==> config.mk <==
export PLATFORM = sky130hd
export DESIGN_NAME = fb_rd_ctrl_flat
export DESIGN_NICKNAME = d
export VERILOG_FILES = /design/src/rtl/fb_rd_ctrl_if.sv /design/src/rtl/fb_rd_ctrl.sv /design/src/flat_wrapper.sv
export SDC_FILE = /design/constraint.sdc
export NUM_CORES = 1
export LEC_CHECK = 0
export ABC_CLOCK_PERIOD_IN_PS = 2800
export CAP_MARGIN = 15
export CORE_ASPECT_RATIO = 0.6
export CORE_UTILIZATION = 25
export DETAILED_ROUTE_END_ITERATION = 7
export PLACE_DENSITY = 0.51
export SETUP_SLACK_MARGIN = 0.3
export SLEW_MARGIN = 10
export SYNTH_ARGS = -nofsm -noshare
export SYNTH_HDL_FRONTEND = slang
export SYNTH_SLANG_ARGS = --single-unit
==> constraint.sdc <==
create_clock -name clk -period 2.8 [get_ports clk]
set_clock_uncertainty 0.1 [all_clocks]
set_input_delay 0.56 -clock clk [delete_from_list [all_inputs] [get_ports clk]]
set_output_delay 0.56 -clock clk [all_outputs]
set_load 0.05 [all_outputs]
==> src/rtl/fb_rd_ctrl_if.sv <==
// Frame-buffer read controller bundle: scan request/status, memory read port and pixel stream.
// The master side is the controller; the slave side is the memory plus downstream sink.
interface fb_rd_ctrl_if #(
    parameter int DATA_WIDTH = 16,
    parameter int ADDR_WIDTH = 3
);
    logic                  start;
    logic                  busy;
    logic                  done;
    logic                  mem_rd_en;
    logic [ADDR_WIDTH-1:0] mem_rd_addr;
    logic [DATA_WIDTH-1:0] mem_rd_data;
    logic [DATA_WIDTH-1:0] px_data;
    logic                  px_valid;
    logic                  px_ready;
    logic                  px_last;

    modport master (
        input  start,
        output busy,
        output done,
        output mem_rd_en,
        output mem_rd_addr,
        input  mem_rd_data,
        output px_data,
        output px_valid,
        input  px_ready,
        output px_last
    );

    modport slave (
        output start,
        input  busy,
        input  done,
        input  mem_rd_en,
        input  mem_rd_addr,
        output mem_rd_data,
        input  px_data,
        input  px_valid,
        output px_ready,
        input  px_last
    );
endinterface

==> src/rtl/fb_rd_ctrl.sv <==
// Scans one frame out of a 1-cycle-latency memory into a ready/valid pixel stream
// through a 2-entry output FIFO, never holding more reads than the FIFO can absorb.
module fb_rd_ctrl #(
    parameter int DATA_WIDTH = 16,
    parameter int ADDR_WIDTH = 3,
    parameter int FRAME_LEN  = 2**ADDR_WIDTH
) (
    input  logic         clk,
    input  logic         reset,
    fb_rd_ctrl_if.master bus
);
    localparam int               CNT_W     = ADDR_WIDTH + 1;
    localparam logic [CNT_W-1:0] LAST_IDX  = CNT_W'(FRAME_LEN - 1);
    localparam logic [CNT_W-1:0] FRAME_CNT = CNT_W'(FRAME_LEN);

    typedef enum logic [1:0] {IDLE, READ, DRAIN} state_t;

    state_t                state, state_next;
    logic [CNT_W-1:0]      issue_cnt;
    logic                  in_flight;
    logic                  in_flight_last;
    logic [DATA_WIDTH-1:0] fifo_data [2];
    logic [1:0]            fifo_last;
    logic                  wr_ptr, rd_ptr;
    logic [1:0]            fifo_cnt;
    logic                  done_q;
    logic                  rd_en;
    logic                  push, pop;
    logic                  fifo_nonempty;
    logic                  head_last;
    logic [2:0]            committed;

    assign fifo_nonempty = (fifo_cnt != 2'd0);
    assign push          = in_flight;
    assign pop           = fifo_nonempty && bus.px_ready;
    assign head_last     = fifo_last[rd_ptr];
    // Slots already spoken for next cycle: what stays in the FIFO plus the read still in flight.
    assign committed     = 3'(fifo_cnt) - 3'(pop) + 3'(in_flight);

    // NOTE: every signal written here gets a default first so no path leaves it unassigned (no latch).
    always_comb begin
        state_next = state;
        rd_en      = 1'b0;
        unique case (state)
            IDLE: begin
                if (bus.start) state_next = READ;
            end
            READ: begin
                rd_en = (issue_cnt < FRAME_CNT) && (committed < 3'd2);
                if (rd_en && (issue_cnt == LAST_IDX)) state_next = DRAIN;
            end
            DRAIN: begin
                if (pop && head_last) state_next = IDLE;
            end
            default: state_next = IDLE;
        endcase
    end

    // NOTE: state registers use non-blocking assignments so every flop samples pre-edge values.
    always_ff @(posedge clk or negedge reset) begin
        if (!reset) begin
            state          <= IDLE;
            issue_cnt      <= '0;
            in_flight      <= 1'b0;
            in_flight_last <= 1'b0;
            wr_ptr         <= 1'b0;
            rd_ptr         <= 1'b0;
            fifo_cnt       <= 2'd0;
            done_q         <= 1'b0;
        end else begin
            state          <= state_next;
            done_q         <= (state == DRAIN) && pop && head_last;
            in_flight      <= rd_en;
            in_flight_last <= rd_en && (issue_cnt == LAST_IDX);

            if ((state == IDLE) && bus.start) issue_cnt <= '0;
            else if (rd_en)                   issue_cnt <= issue_cnt + CNT_W'(1);

            if (push) wr_ptr <= ~wr_ptr;
            if (pop)  rd_ptr <= ~rd_ptr;

            unique case ({push, pop})
                2'b10:   fifo_cnt <= fifo_cnt + 2'd1;
                2'b01:   fifo_cnt <= fifo_cnt - 2'd1;
                default: fifo_cnt <= fifo_cnt;
            endcase
        end
    end

    // NOTE: FIFO storage has no reset; its contents are only visible through the occupancy-gated outputs.
    always_ff @(posedge clk) begin
        if (push) begin
            fifo_data[wr_ptr] <= bus.mem_rd_data;
            fifo_last[wr_ptr] <= in_flight_last;
        end
    end

    assign bus.mem_rd_en   = rd_en;
    assign bus.mem_rd_addr = issue_cnt[ADDR_WIDTH-1:0];
    assign bus.px_valid    = fifo_nonempty;
    assign bus.px_data     = fifo_nonempty ? fifo_data[rd_ptr] : '0;
    assign bus.px_last     = fifo_nonempty && head_last;
    assign bus.busy        = (state != IDLE);
    assign bus.done        = done_q;
endmodule

==> src/flat_wrapper.sv <==
// flat-port wrapper written by rule: the top's interface ports become plain ports
module fb_rd_ctrl_flat 
#(
    parameter int DATA_WIDTH = 16,
    parameter int ADDR_WIDTH = 3,
    parameter int FRAME_LEN  = 2**ADDR_WIDTH
)
  (clk, reset, bus_start, bus_busy, bus_done, bus_mem_rd_en, bus_mem_rd_addr, bus_mem_rd_data, bus_px_data, bus_px_valid, bus_px_ready, bus_px_last);
  fb_rd_ctrl_if #(.DATA_WIDTH(DATA_WIDTH), .ADDR_WIDTH(ADDR_WIDTH)) bus_i ();
  input  logic clk;
  input  logic reset;
  input wire logic [$bits(bus_i.start)-1:0] bus_start;
  output wire logic [$bits(bus_i.busy)-1:0] bus_busy;
  output wire logic [$bits(bus_i.done)-1:0] bus_done;
  output wire logic [$bits(bus_i.mem_rd_en)-1:0] bus_mem_rd_en;
  output wire logic [$bits(bus_i.mem_rd_addr)-1:0] bus_mem_rd_addr;
  input wire logic [$bits(bus_i.mem_rd_data)-1:0] bus_mem_rd_data;
  output wire logic [$bits(bus_i.px_data)-1:0] bus_px_data;
  output wire logic [$bits(bus_i.px_valid)-1:0] bus_px_valid;
  input wire logic [$bits(bus_i.px_ready)-1:0] bus_px_ready;
  output wire logic [$bits(bus_i.px_last)-1:0] bus_px_last;
  assign bus_i.start = bus_start;
  assign bus_busy = bus_i.busy;
  assign bus_done = bus_i.done;
  assign bus_mem_rd_en = bus_i.mem_rd_en;
  assign bus_mem_rd_addr = bus_i.mem_rd_addr;
  assign bus_i.mem_rd_data = bus_mem_rd_data;
  assign bus_px_data = bus_i.px_data;
  assign bus_px_valid = bus_i.px_valid;
  assign bus_i.px_ready = bus_px_ready;
  assign bus_px_last = bus_i.px_last;
  fb_rd_ctrl #(.DATA_WIDTH(DATA_WIDTH), .ADDR_WIDTH(ADDR_WIDTH), .FRAME_LEN(FRAME_LEN)) u_core (.clk(clk), .reset(reset), .bus(bus_i));
endmodule
==> results.md, run 1 <==
* Status: complete, no violations
* Final Cycle Share at 96.9%
* CP endpoint kind: output port
* Area Overhead vs Synth at 42.9%
* Vias at 1,313
* Slew margin rel. at 55.5%
* Yosys cell types at 37
* Wire length per cell at 13.0 um
* Initial antenna violation count at 0
* Final hold slack at 357 ps
* RSZ-0062 raised after global routing: true
* Final ANT Viol Nets at 0
* Area leader, netlist: edfxtp_1
* Setup violators final at 0
* Fin. max-slew vios at 0
* First-pass detailed-route iteration total at 4
* Dominant cells by area after synthesis: edfxtp_1 50%, dfrtp_1 16%, mux2i_1 8.9%
* Clk pin slew, worst setup/hold paths at 60 ps
* Setup Total Neg Slack at 0 ps
* Port-buffer cells at 43
* Yosys reg bits at 47
* # DRC at 0
* Final WS setup at 86.2 ps
* Pin count of the biggest net entering global routing at 19
* Non-Filler Instances at 313
* Share of the synthesized area in the top cell type at 50.5%
* Yosys warnings at 0
* N_diodes at 0
* Fin nets at 230
* Fmax at 368 MHz
* Starting Density at 26.8%
* Final hold violation count at 0
* Worst Setup SP: bus_px_ready
* Syn Area/Cell at 14.1 um2
* Mapped Nets at 165
* Crit Path Class: primary input to output port
* Clock root cell: clkbuf_16
* Final min period at 2710 ps
* Number of global-route vias before repair at 1,259
* GRT overflow at 0
* CP Launch Type: primary input
* Via density at 4.19
* Layout cells sized above 1 at 31.6%
* Crit-path max FO at 4
* Core ar. at 7540 um2
* Routability Congestion at 0.722
* Dpl cells at 299
* Full die area at 8470 um2
* Wirelength, routed at 4060 um
* Synth Instances at 143
* Die X at 118 um
* # IOs at 44
* # rows at 24
* TritonCTS Sinks at 47
* Maxcap violations at 0
* CTS tree: yes
* DIE HEIGHT at 71.7 um
* Clock latency on the worst-skew pair at 280 ps
* Min-delay worst type: register to register
* Critical path arrival at 2050 ps
* Initial DRC Count at 31
* First-pass GRT wire length at 6470 um
* Sequential-to-total area share from yosys stat at 66.5%
* Worst slack, placed at -341 ps
* WP data required at 2140 ps
* Total CTS buffers at 5
* Detail Placement HPWL at 2920 um
* Hold_sp: u_core.in_flight_last
* H-Tree Depth at 2
* Gr usage total at 10.3%
* Reg2reg start: u_core.fifo_cnt[0]
* Synthesized area at 2020 um2
* Max Root-Sink Buffers at 2
* Worst Max-Slew Pin Slew at 666 ps
[cell usage in the layout, fill, tap and decap left out, drive strengths merged, types with 2 or more instances in the layout]
cell type / Yosys / layout
nand2: 6 / 6
a21oi: 2 / 2
xor2: 3 / 3
nand2b: 2 / 2
o211ai: 2 / 2
nor2b: 3 / 3
clkdlybuf4s50: 0 / 23
xnor2: 2 / 2
clkbuf: 0 / 5
dfrtp: 13 / 13
nor2: 22 / 22
edfxtp: 34 / 34
o21ai: 5 / 5
inv: 5 / 6
mux2i: 18 / 18
buf: 8 / 43
nand3: 2 / 2
o311ai: 3 / 3
[flip-flops by register name, summed over array words and instances (netlist names)]
signal                 flops
u_core.fifo_data          32
u_core.issue_cnt           4
u_core.fifo_cnt            2
u_core.fifo_last           2
u_core.state               2
u_core.bus.done            1
u_core.in_flight           1
u_core.in_flight_last      1
u_core.rd_ptr              1
u_core.wr_ptr              1
[final timing paths]
path / end / slack [ps] / cells after the start
min in group asynchronous: u_core.rd_ptr / 590 / 1
max: bus_mem_rd_en / 90 / 9
min: u_core.fifo_last[1] / 360 / 0
max reg2reg: u_core.issue_cnt[2] / 680 / 7
max in group asynchronous: u_core.in_flight / 1550 / 1
min reg2reg: u_core.fifo_last[1] / 360 / 0
[what timing repair did]
action                                  CTS  global route
endpoints found under the setup margin    3             1
pin swaps                                 4             5
hold buffers                              0             0
gates resized for setup                   9             2
setup buffers                             5             1
[cell type report]
type	instances	area [um2]
clock inverter	3	42.5
tap	104	130
clock buffer	5	125
fill	737	4650
timing repair buffer	66	579
sequential	47	1350
inverter	5	18.8
multi-input combinational	83	646
[synth_stat cells]
master / n
and2_1: 1
nand3_1: 2
a31oi_1: 1
ha_1: 1
fa_1: 1
o21ai_0: 4
o21ai_1: 1
dfrtp_1: 13
mux2i_1: 18
o311ai_1: 2
nor2b_1: 3
nand3b_1: 1
o21bai_1: 1
nand2b_1: 2
xnor2_4: 1
o211ai_1: 2
edfxtp_1: 34
xor2_2: 1
nand4_1: 1
xnor2_1: 1
nor3b_2: 1
buf_6: 1
and3_1: 1
nor3_1: 1
buf_4: 6
nand2_2: 1
nor2_1: 21
inv_1: 5
nor4b_1: 1
buf_2: 1
o22ai_1: 1
nand2_1: 5
a21oi_1: 2
xor2_1: 2
o311ai_2: 1
nor2_2: 1
or2_2: 1
[layer usage]
metal,vias up,routed length (um),global-route usage (%)
li1,642,-,-
met4,0,12,2.56
met3,2,194,3.58
met2,30,1760,14.1
met1,639,2100,15.2
met5,-,0,0
[kinds of logic (layout without fill, tap and decap cells)]
kind of cell	after synthesis	after routing	synth area share, %
AOI/OAI and AO/OA	15	15	5.13
xor gates and xnor gates	5	5	3.46
adders and majority gates	2	2	1.61
buffers and inverters	13	79	3.96
DFF	47	47	66.5
muxes	18	18	8.91
and+or+nand+nor	43	43	10.4
[worst max-delay path, cell delays in order]
cell,delay [ps]
buf_2,130
buf_6,130
o21ai_4,60
nor2_2,50
fa_1,530
nor3b_4,210
nand2_2,100
nor2_4,140
buf_12,140
[stage by stage]
step	instance area, um2	util, %
3_3_place_gp	2660	35.3
2_1_floorplan	2050	-
5_1_grt	2890	38.3
4_1_cts	2870	38.1
6_report	2890	38.3
3_5_place_dp	2660	35.3
Power of run 1 is left out: the tool's default activity adds up to more than one toggle a clock period on the data nets, which glitch-free logic cannot reach.
==> inputs of run 2 (changes only) <==
--- a/config.mk
+++ b/config.mk
@@ -8,9 +8,9 @@
 export ABC_CLOCK_PERIOD_IN_PS = 2800
 export CAP_MARGIN = 15
 export CORE_ASPECT_RATIO = 0.6
-export CORE_UTILIZATION = 25
+export CORE_UTILIZATION = 50
 export DETAILED_ROUTE_END_ITERATION = 7
-export PLACE_DENSITY = 0.51
+export PLACE_DENSITY = 0.85
 export SETUP_SLACK_MARGIN = 0.3
 export SLEW_MARGIN = 10
 export SYNTH_ARGS = -nofsm -noshare
==> run 2 against run 1 <==
Net effect: the flow now finishes with violations (design-rule violations, negative setup slack); non-clock buffer count decreased by 5; cell count fell by 20%; fmax fell by 3.4%; global-route usage is 12 points higher; clock-buffer cell count grew 2; via count rose by 2.7%; critical path depth shrank 2; largest cell class unchanged.
==> results.md, run 2 (synthesized netlist as in run 1, its figures left out) <==
* Largest register by flop count: u_core.fifo_data
* Maxcap violations at 0 (unchanged)
* Vias at 1,349 (+2.7%)
* Dpl cells at 236 (-21%)
* Fin nets at 225 (-2.2%)
* Critical path arrival at 2150 ps (+100 ps)
* First-pass GRT wire length at 6960 um (+7.6%)
* Min-delay worst type: register to register
* H-Tree Depth at 2 (unchanged)
* Starting Density at 53.7% (+27 points)
* # IOs at 44 (unchanged)
* Biggest regs: u_core.fifo_data (32), u_core.issue_cnt (4)
* Final WS setup at -9.58 ps (-95.7 ps)
* Via density at 5.37 (+28%)
* Non-Filler Instances at 251 (-20%)
* Final hold slack at 360 ps (+2.97 ps)
* Initial antenna violation count at 0 (unchanged)
* Detail Placement HPWL at 2860 um (-2.1%)
* WP buf/inv at 1 (-2)
* Initial DRC Count at 96 (+210%)
* Clock latency on the worst-skew pair at 290 ps (about the same)
* WP data required at 2140 ps (about the same)
* Crit path max-delay family: simple AND/OR/NAND/NOR gates
* # DRC at 4 (+4)
* DIE HEIGHT at 51.3 um (-28%)
* Clk pin slew, worst setup/hold paths at 80 ps (+20 ps)
* Setup violators final at 1 (+1)
* Highest cell delay on the worst timing path at 560 ps (+30 ps)
* # hold bufs at CTS at 0 (unchanged)
* Worst slack, placed at -325 ps (+15.6 ps)
* CP Launch Type: register
* Port-buffer cells at 43 (unchanged)
* Slew margin rel. at 46.2% (-9.3 points)
* Most frequent cells in the layout: 34 x edfxtp_1, 22 x clkdlybuf4s50_1, 19 x nor2_1
* Core ar. at 3760 um2 (-50%)
* Crit-path slowest cell: fa_1
* CP endpoint kind: output port
* Final hold violation count at 0 (unchanged)
* Setup Total Neg Slack at -9.58 ps (-9.58 ps)
* Crit-path max FO at 3 (-1)
* Fmax at 356 MHz (-3.4%)
* Max Root-Sink Buffers at 2 (unchanged)
* Status: finished with violations
* Gr usage total at 22.4% (+12 points)
* CTS tree: yes
* N_diodes at 0 (unchanged)
* Total CTS buffers at 5 (unchanged)
* Final min period at 2810 ps (+95.7 ps)
* First-pass detailed-route iteration total at 6 (+2)
* Final Cycle Share at 100% (+3.4 points)
* Layout cells sized above 1 at 28.9% (-2.7 points)
* Full die area at 4310 um2 (-49%)
* Number of global-route vias before repair at 1,349 (+7.1%)
* Routability Congestion at 0.877 (+22%)
* RSZ-0062 raised after global routing: true
* Die X at 84.1 um (-29%)
* Max reg flops at 32 (unchanged)
* Pin count of the biggest net entering global routing at 19 (unchanged)
* Area Overhead vs Synth at 44.2%
* Commonest non-fill, non-tap cell in the layout: edfxtp_1
* Wire length per cell at 17.3 um (+34%)
* # rows at 17 (-29%)
* GRT overflow at 0 (unchanged)
* Final ANT Viol Nets at 0 (unchanged)
* Wirelength, routed at 4350 um (+7.1%)
* Clock root cell: clkbuf_8
* Crit Path Class: register to output port
* Worst Max-Slew Pin Slew at 808 ps (+142 ps)
* Fin. max-slew vios at 0 (unchanged)
* Crit path cell chain: nor2b_4, o21ai_2, fa_1, nor3b_4, nand2_2, nor2_4, buf_12
* TritonCTS Sinks at 47 (unchanged)
* Failing checks: design-rule violations, negative setup slack
[run 2: layer usage]
| layer | global-route usage (%) | vias up | wire length (um) |
|---|---|---|---|
| li1 | - | 629 | - |
| met1 | 27.8 | 664 | 1740 |
| met2 | 38.4 | 47 | 2300 |
| met3 | 5.33 | 9 | 238 |
| met4 | 9.77 | 0 | 79 |
| met5 | 0 | - | 0 |
[run 2: final timing paths]
kind / startpoint / to / slack, ps / cells past startpoint
worst max register to register: u_core.in_flight / u_core.issue_cnt[0] / 440 / 8
worst min-delay path: u_core.in_flight_last / u_core.fifo_last[1] / 360 / 0
max in group asynchronous: reset / u_core.fifo_cnt[0] / 1610 / 1
min in group asynchronous: reset / u_core.in_flight / 540 / 1
worst min register to register: u_core.in_flight_last / u_core.fifo_last[1] / 360 / 0
worst max-delay path: u_core.in_flight / bus_mem_rd_en / -10 / 7
[run 2: what timing repair did]
action | in CTS | in global routing
resized for setup | 10 | 2
setup endpoints to repair | 22 | 1
buffers inserted | 4 | 3
pin swaps | 3 | 5
[run 2: metrics by stage]
stage / instance area, um2 / utilization (%)
floorplan: 2050 / -
global placement: 2740 / 72.8
detailed placement: 2740 / 72.8
CTS: 2890 / 76.6
global route: 2920 / 77.5
finish: 2920 / 77.5
[run 2: layout make-up]
| class | instances | area [um2] |
|---|---|---|
| well taps | 47 | 58.8 |
| clock buffers | 7 | 76.3 |
| inverters | 5 | 18.8 |
| clock inverters | 1 | 30.0 |
| multi-input cells | 83 | 643 |
| fillers | 204 | 848 |
| repair buffers | 61 | 741 |
| flip-flops and latches | 47 | 1350 |
Power of run 2 is left out for the same reason.
